**src/rtl/mem_arb_pkg.sv**
```systemverilog
// Shared definitions for the memory arbiter: state encoding, port ids, default widths.
// Pure declarations, no logic and no latency.
// Also provides a helper that maps a port id to its ownership state.
package mem_arb_pkg;

    localparam int ADR_W_DEF     = 6;
    localparam int DATA_W_DEF    = 16;
    localparam int MAX_BURST_DEF = 8;

    localparam logic [1:0] IDLE  = 2'd0;
    localparam logic [1:0] OWN_A = 2'd1;
    localparam logic [1:0] OWN_B = 2'd2;

    localparam logic PORT_A = 1'b0;
    localparam logic PORT_B = 1'b1;

    function automatic logic [1:0] own_state(input logic port);
        return (port == PORT_B) ? OWN_B : OWN_A;
    endfunction

endpackage

```
**src/rtl/arb_rr2.sv**
```systemverilog
// Two-request round-robin picker with a port-B priority override.
// Purely combinational, zero latency.
// No backpressure: the caller decides when the pick is consumed.
//
// Ports: req_a/req_b requests, last = port id served most recently,
//        prio_b forces B whenever B requests; vld = any request, pick = chosen port id.
module arb_rr2
    import mem_arb_pkg::*;
(
    input  logic req_a,
    input  logic req_b,
    input  logic last,
    input  logic prio_b,
    output logic vld,
    output logic pick
);

    always_comb begin
        vld = req_a | req_b;
        if (prio_b && req_b) begin
            pick = PORT_B;
        end else if (req_a && req_b) begin
            // tie: serve whichever port was not served last
            pick = (last == PORT_A) ? PORT_B : PORT_A;
        end else if (req_b) begin
            pick = PORT_B;
        end else begin
            pick = PORT_A;
        end
    end

endmodule

```
**src/rtl/mem_arbiter.sv**
```systemverilog
// Shares one single-port memory between port A (CPU) and port B (loader/DMA).
// Grant is combinational on the ownership state; a request raised in IDLE is granted next enabled cycle, read data one enabled cycle after the grant.
// Requesters hold req/we/adr/wdata until they see gnt; ce=0 freezes all state and blocks grants.
//
// Ports: clk/rst (sync, active-high)/ce; boot gives port B absolute priority;
//        per port x in {a,b}: x_req, x_lock, x_we, x_adr, x_wdata in; x_gnt, x_rvalid, x_rdata out;
//        memory side: mem_en, mem_we, mem_adr, mem_wdata out; mem_rdata in (one cycle after a read).
module mem_arbiter
    import mem_arb_pkg::*;
#(
    parameter int ADR_W     = ADR_W_DEF,
    parameter int DATA_W    = DATA_W_DEF,
    parameter int MAX_BURST = MAX_BURST_DEF
) (
    input  logic              clk,
    input  logic              rst,
    input  logic              ce,
    input  logic              boot,
    input  logic              a_req,
    input  logic              a_lock,
    input  logic              a_we,
    input  logic [ADR_W-1:0]  a_adr,
    input  logic [DATA_W-1:0] a_wdata,
    output logic              a_gnt,
    output logic              a_rvalid,
    output logic [DATA_W-1:0] a_rdata,
    input  logic              b_req,
    input  logic              b_lock,
    input  logic              b_we,
    input  logic [ADR_W-1:0]  b_adr,
    input  logic [DATA_W-1:0] b_wdata,
    output logic              b_gnt,
    output logic              b_rvalid,
    output logic [DATA_W-1:0] b_rdata,
    output logic              mem_en,
    output logic              mem_we,
    output logic [ADR_W-1:0]  mem_adr,
    output logic [DATA_W-1:0] mem_wdata,
    input  logic [DATA_W-1:0] mem_rdata
);

    localparam logic [7:0] MAX_B8 = 8'(MAX_BURST);
    localparam logic [8:0] MAX_B9 = 9'(MAX_BURST);

    logic [1:0] state_q, state_d;
    logic [7:0] burst_cnt_q, burst_cnt_d;
    logic       last_q, last_d;
    logic       rd_owner_q, rd_owner_d;
    logic       rd_pend_q, rd_pend_d;

    logic       own_a, own_b;
    logic       x_req, x_lock, o_req;
    logic [1:0] other_state;
    logic       burst_room;
    logic       arb_vld, arb_pick;

    assign own_a = (state_q == OWN_A);
    assign own_b = (state_q == OWN_B);

    assign a_gnt  = ce & own_a & a_req;
    assign b_gnt  = ce & own_b & b_req;
    assign mem_en = a_gnt | b_gnt;

    always_comb begin
        mem_we    = 1'b0;
        mem_adr   = '0;
        mem_wdata = '0;
        if (a_gnt) begin
            mem_we    = a_we;
            mem_adr   = a_adr;
            mem_wdata = a_wdata;
        end else if (b_gnt) begin
            mem_we    = b_we;
            mem_adr   = b_adr;
            mem_wdata = b_wdata;
        end
    end

    // Read data belongs to whoever issued the read, even if ownership has moved on.
    assign a_rvalid = ce & rd_pend_q & (rd_owner_q == PORT_A);
    assign b_rvalid = ce & rd_pend_q & (rd_owner_q == PORT_B);
    assign a_rdata  = a_rvalid ? mem_rdata : '0;
    assign b_rdata  = b_rvalid ? mem_rdata : '0;

    arb_rr2 u_arb (
        .req_a  (a_req),
        .req_b  (b_req),
        .last   (last_q),
        .prio_b (boot),
        .vld    (arb_vld),
        .pick   (arb_pick)
    );

    // Owner-relative view of the request lines.
    always_comb begin
        x_req       = own_b ? b_req  : a_req;
        x_lock      = own_b ? b_lock : a_lock;
        o_req       = own_b ? a_req  : b_req;
        other_state = own_b ? OWN_A  : OWN_B;
        burst_room  = ({1'b0, burst_cnt_q} + 9'd1) < MAX_B9;
    end

    always_comb begin
        state_d     = state_q;
        burst_cnt_d = burst_cnt_q;
        last_d      = last_q;
        rd_owner_d  = rd_owner_q;
        rd_pend_d   = rd_pend_q;
        if (ce) begin
            rd_pend_d = mem_en & ~mem_we;
            if (mem_en) begin
                rd_owner_d = b_gnt ? PORT_B : PORT_A;
                last_d     = b_gnt ? PORT_B : PORT_A;
            end

            if (boot && b_req) begin
                state_d = OWN_B;
            end else if (boot && own_a) begin
                // boot revokes A's ownership regardless of lock or burst budget
                state_d = IDLE;
            end else if (!(own_a || own_b)) begin
                // IDLE (and any unused encoding) arbitrates afresh
                state_d = arb_vld ? own_state(arb_pick) : IDLE;
            end else if (x_req) begin
                // owner was granted: a lock only holds off a waiting port for a bounded burst
                state_d = (!o_req || (x_lock && burst_room)) ? state_q : other_state;
            end else if (o_req) begin
                state_d = own_state(arb_pick);
            end else begin
                state_d = x_lock ? state_q : IDLE;
            end

            if ((state_d != state_q) || (state_d == IDLE)) begin
                burst_cnt_d = '0;
            end else if (mem_en && o_req) begin
                burst_cnt_d = (burst_cnt_q == MAX_B8) ? burst_cnt_q : burst_cnt_q + 8'd1;
            end
        end
    end

    always_ff @(posedge clk) begin
        if (rst) begin
            state_q     <= IDLE;
            burst_cnt_q <= '0;
            last_q      <= PORT_B;
            rd_owner_q  <= PORT_A;
            rd_pend_q   <= 1'b0;
        end else begin
            state_q     <= state_d;
            burst_cnt_q <= burst_cnt_d;
            last_q      <= last_d;
            rd_owner_q  <= rd_owner_d;
            rd_pend_q   <= rd_pend_d;
        end
    end

endmodule
```
**config.mk**
```make
export PLATFORM = sky130hd
export DESIGN_NAME = mem_arbiter
export DESIGN_NICKNAME = d
export VERILOG_FILES = /design/src/rtl/mem_arb_pkg.sv /design/src/rtl/arb_rr2.sv /design/src/rtl/mem_arbiter.sv
export SDC_FILE = /design/constraint.sdc
export NUM_CORES = 1
export LEC_CHECK = 0
export CAP_MARGIN = 20
export CORE_MARGIN = 5
export CORE_UTILIZATION = 36
export CTS_CLUSTER_SIZE = 12
export DETAILED_ROUTE_END_ITERATION = 10
export GPL_TIMING_DRIVEN = 0
export PLACE_DENSITY = 0.88
export SKIP_CTS_REPAIR_TIMING = 1
export SLEW_MARGIN = 20
export SYNTH_ARGS = -nofsm -noshare
export SYNTH_HDL_FRONTEND = slang
export SYNTH_HIERARCHICAL = 1
export SYNTH_SLANG_ARGS = --single-unit
```
**constraint.sdc**
```tcl
create_clock -name clk -period 6.6 [get_ports clk]
set_input_delay 0.99 -clock clk [delete_from_list [all_inputs] [get_ports clk]]
set_output_delay 0.99 -clock clk [all_outputs]
set_load 0.05 [all_outputs]
```
==> results by group <==
Critical path
  • Crit Path Max Fanout: 10
  • CP Class: in -> out
  • CP endpoint kind: output port
  • Crit path from: a_req
  • Startpoint Class: input pin
  • Data required, critical path: 5610 ps
  • R2R Path Start: state_q[0]
  • Crit path DAT: 3770 ps

STA
  • Crit share post-route: 0.7214
  • Slew Limit Fails: 0
  • Final WS setup: 1839 ps
  • Hold Worst Slack: 471.9 ps
  • Final Hold Fails: 0
  • Clk_skew: 0.8460 ps
  • Setup violators final: 0
  • Fmax: 0.2100 GHz
  • Worst-Margin Slew: 770.8 ps
  • Relative slew slack: 0.4822
  • Min cycle time layout: 4761 ps
  • Setup TNS: 0 ps
  • RSZ-0062 raised after global routing: no

Synthesis
  • Synthesized cell area: 0.001579 mm²
  • Seq/Total Area, Yosys: 0.1648
  • Post-synth cell types: 50
  • Share of synthesized registers carrying an async set or reset: 0
  • EDFF count, synth: 0
  • Yosys warns: 6
  • #FFs+latches synth: 13
  • Syn Area/Cell: 7.483 µm²
  • Post-Syn Nets: 285
  • Gate Count Post-Synth: 211
  • Cell taking the most area after synthesis: dfxtp_1
  • Synth Flop Type: dfxtp_1
  • Synth top area cells: dfxtp_1 (16%), a22o_1 (13%), and2_1 (13%)
  • Count leader, synth: and2_1
  • Top cell type's share of synthesized area: 0.1648
  • Most frequent cells after synthesis: and2_1 (32), a22o_1 (24), inv_1 (17)

Cells and area
  • Post-Layout Cell Count: 394
  • Share of post-route cells with drive strength above 1: 0.05263
  • Register Area: 260.3 µm²
  • Nets: 417
  • Area delta synth->final: 87.48%
  • Number of antenna diodes: 0
  • Multi-input logic area: 0.001191 mm²
  • Final instance area: 0.002960 mm²
  • Fillers: 390

Power and ir drop
  • Switching Fraction: 0.3659
  • Comb pwr share: 0.509
  • Internal: 0.0002010 W
  • Seq pwr share: 0.264
  • Power per cell area: 107.1 mW/mm²
  • VDD IR max: 0.07805 mV
  • Sw power: 0.0001160 W
  • Static Leak: 1.087 nW
  • Clock share of power: 0.227

Placement
  • Cell area after placement: 0.002915 mm²
  • Placed insts: 390
  • Routability cong.: 0.8503
  • Place WS: 1841 ps
  • Post-DP HPWL: 5535 µm
  • I/O Buffers: 127

Clock tree
  • Htree depth: 1
  • CTS Buf Count: 3
  • Clock Latency Late Sink: 240 ps
  • CTS Buffer Depth: 2
  • Reg clk slew, reported paths: 50 ps
  • Root Driver: clkbuf_8
  • Sinks on Clock Net: 13
  • CTS tree: yes

Die
  • Die Span Y: 76.23 µm
  • Die W: 76.23 µm
  • Initial Util: 0.3677
  • Ports: 130
  • DIE AREA: 0.005811 mm²
  • Rows: 24
  • Core Footprint: 0.004294 mm²

Route
  • DR WL/cell: 16.71 µm
  • Drt first pass iters: 4
  • Number of DRC markers in iteration 0: 144
  • # DRC: 0
  • Post-Route WL: 6584 µm
  • Final ANT Viol Nets: 0
  • Vias: 2114
  • Via density per instance: 5.365

GRT
  • Largest net degree at the start of global routing: 11
  • Global Route Usage Sum: 0.2142
  • First-pass GRT wire length: 10230 µm
  • Number of global-route vias before repair: 2029
  • Initial antenna violation count: 0
  • GRT overflow: 0

Outcome
  • Result of the run: finished, final reports clean

Run
  • Max-Cap Viols: 0

Hold path
  • Hold Crit Class: reg -> reg
  • Worst Hold Launch: rd_pend_q
-- final timing paths --
check | endpoint | slack (ps) | cells after the start
setup / recovery | mem_wdata[8] | 1840 | 8
hold / removal | rd_pend_q | 470 | 2
setup reg to reg | burst_cnt_q[3] | 3680 | 9
hold reg to reg | rd_pend_q | 470 | 2
-- layout make-up --
class                           instances  share of cell area
Inverter                               18             0.02282
Timing Repair Buffer                  127              0.4294
Sequential cell                        13             0.08791
Clock buffer                            4             0.01522
Tap cell                               52             0.02198
Multi-Input combinational cell        166              0.4024
Buffer                                 14             0.02029
-- power groups by stage --
stage	Sequential (W)	Combinational, W	Clock (W)
global placement	0.0000852	0.000157	0
global route	0.0000841	0.000171	0.0000779
floorplan	0.0000844	0.0000908	0
CTS	0.0000837	0.000161	0.0000723
detailed placement	0.0000853	0.000160	0
finish	0.0000838	0.000161	0.0000719
-- cells by family after synthesis --
family	after synthesis	synth area share
buffers and inverters	32	0.08082
AO/OA/AOI/OAI	65	0.3495
XOR/XNOR	4	0.02218
flip-flops	13	0.1648
AND/OR/NAND/NOR	89	0.3217
adder cells (fa/ha/maj)	5	0.03804
multiplexers	3	0.02298
-- cell usage in the layout (no fill, tap or decap), types with 2 or more instances in the layout --
cell type / instances
nor4b_1: 2
nor3_1: 5
clkbuf_8: 3
a311o_1: 2
a211oi_2: 2
o22ai_1: 3
xnor2_1: 4
nand3_1: 8
and3_1: 5
inv_1: 17
a22o_1: 24
clkdlybuf4s50_1: 127
clkbuf_1: 10
a21oi_1: 9
dfxtp_1: 13
and2_1: 32
ha_1: 4
nand2_1: 11
o21ai_1: 2
nor2_1: 12
a311oi_1: 2
o221ai_1: 3
o21ai_0: 3
o2111ai_1: 3
a31oi_1: 3
nand2b_1: 3
buf_2: 3
nand4_1: 3
-- per-stage QoR --
| stage | total power, W | util |
|---|---|---|
| after floorplan | 0.0001752 | - |
| after detailed placement | 0.0002456 | 0.6789 |
| after global placement | 0.0002422 | 0.6789 |
| final | 0.0003170 | 0.6894 |
| after CTS | 0.0003168 | 0.6894 |
| after global routing | 0.0003335 | 0.6894 |
-- state kept, by name (all words and copies together) (netlist names) --
signal       flops
state_q          2
burst_cnt_q      8
rd_pend_q        1
rd_owner_q       1
last_q           1
-- routing by layer --
metal / up-vias / GRT usage / wire length, µm
li1: 1037 / - / -
met1: 967 / 0.2203 / 2376
met2: 97 / 0.4127 / 3556
met3: 13 / 0.05556 / 489
met4: 0 / 0.06993 / 161
met5: - / 0 / 0
-- critical path, cell delays in order --
cell             delay [ps]
clkdlybuf4s50_1         470
buf_2                   210
nand3_1                 180
clkinv_1                190
nor2_1                  290
clkbuf_1                400
a22o_1                  220
clkdlybuf4s50_1         810
(Power assumes the default switching activity.)
==> variant, RTL diff (same settings) <==
`ADR_W_DEF`: 6 -> 12.
--- a/src/rtl/mem_arb_pkg.sv
+++ b/src/rtl/mem_arb_pkg.sv
@@ -4,5 +4,5 @@
 package mem_arb_pkg;
 
-    localparam int ADR_W_DEF     = 6;
+    localparam int ADR_W_DEF     = 12;
     localparam int DATA_W_DEF    = 16;
     localparam int MAX_BURST_DEF = 8;
Ports: changed (resized a_adr, b_adr and mem_adr); port bits go from 130 to 148. The function was not compared with the original's and may differ.
==> variant against the original RTL <==
  * Area after synthesis fell by 1.0%
  * Count of clock-buffer cells in the layout stayed put
  * Worst setup slack worse by 300 ps
  * Sequential cell count unchanged
  * Wire length shrank 5.2%
  * Final area increased by 5.5%
  * Power rose by 6.4%
  * Utilization grew 3.8 points
==> variant: results <==
export IMPL_wl_met2_um=3050
export IMPL_postSynth_asyncResetShare=0
export IMPL_status="finished clean"
export IMPL_synthMuxAreaShare=0.0200
export IMPL_post_synth_cell_area_avg_um2=7.41
export IMPL_drive_above_1_share=0.0444
export IMPL_design_area_um2=3120
export IMPL_fin_nets=447
export IMPL_synth_xor_xnor_area_share=0.0224
export IMPL_fill_cells=353
export IMPL_cp_arrival_ps=4070
export IMPL_dp_final_hpwl_um=5460
export IMPL_grt_use_total=0.203
export IMPL_place_ws_ps=1500
export IMPL_finClkSkew_ps=1.29
export IMPL_first_iter_violations=199
export IMPL_port_buffers=145
export IMPL_p_leak_nw=1.20
export IMPL_synth_area_leaders="dfxtp_1 17%, a22o_1 16%, and2_1 14%"
export IMPL_routabilityCongestion=0.881
export IMPL_grt_pass1_wl_um=9090
export IMPL_route_layer_met1_wl_um=2040
export IMPL_grt_pass1_vias=2061
export IMPL_tightestPinTransition_ps=570
export IMPL_use_met2=0.390
export IMPL_first_pass_iters=4
export IMPL_synth_compound_area_share=0.361
export IMPL_routed_via_density=5.33
export IMPL_ys_top_cells_by_count="34 x and2_1, 29 x a22o_1, 16 x inv_1"
export IMPL_use_met3=0.0831
export IMPL_reg_top3="burst_cnt_q x8, state_q x2"
export IMPL_clk_path_buf_depth=2
export IMPL_wl_met3_um=1080
export IMPL_ir_drop_mv=0.0711
export IMPL_syn_nets=297
export IMPL_wirelength_um=6240
export IMPL_yosysUniqueCellTypes=53
export IMPL_synth_fa_ha_area_frac=0.0320
variant: cell types whose count changed after synthesis, sizes merged, moves of 2 or more:
cell     delta
a21oi       -4
o2111ai     -2
a211oi      -3
or2         +2
clkbuf      +3
a311o       -2
nand4       -3
a22o        +5
a311oi      -2
nand4b      +2
and4b       -2
nor3        -4
and2        +2
variant: path summary, 6_finish.rpt:
check	from	end	slack, ps	depth (start not counted)
hold / removal	rd_pend_q$_SDFFE_PP0P_	rd_pend_q$_SDFFE_PP0P_	480	2
hold reg to reg	rd_pend_q$_SDFFE_PP0P_	rd_pend_q$_SDFFE_PP0P_	480	2
setup / recovery	a_req	mem_wdata[2]	1540	8
setup reg to reg	state_q[0]$_SDFFE_PP0P_	burst_cnt_q[1]$_SDFFE_PP0P_	3680	11
variant: cells by family (layout without fill, tap and decap cells):
logic type,count (synthesis),in the layout
simple gates,85,85
flops,13,13
xor+xnor,4,4
mux,3,3
compound gates,70,70
fa+ha+maj,4,4
buf+inv,32,181
variant: power breakdown:
part           switching [mW]  internal (mW)
Clock                  0.0272         0.0426
Combinational          0.0932         0.0901
Sequential            0.00309         0.0811
variant: area by class of cell:
cell class / count / share of cell area
Multi-Input combinational cell: 166 / 0.377
Timing Repair Buffer: 145 / 0.465
Clock buffer: 4 / 0.0144
Buffer: 16 / 0.0208
Inverter: 16 / 0.0192
Tap cell: 52 / 0.0208
Sequential cell: 13 / 0.0833
variant: tightest hold or removal path: cells and delay by family (launching register included):
family / cells / cell delay, ps
DFF: 1 / 320
AOI/OAI and AO/OA: 1 / 50
and+or+nand+nor: 1 / 50
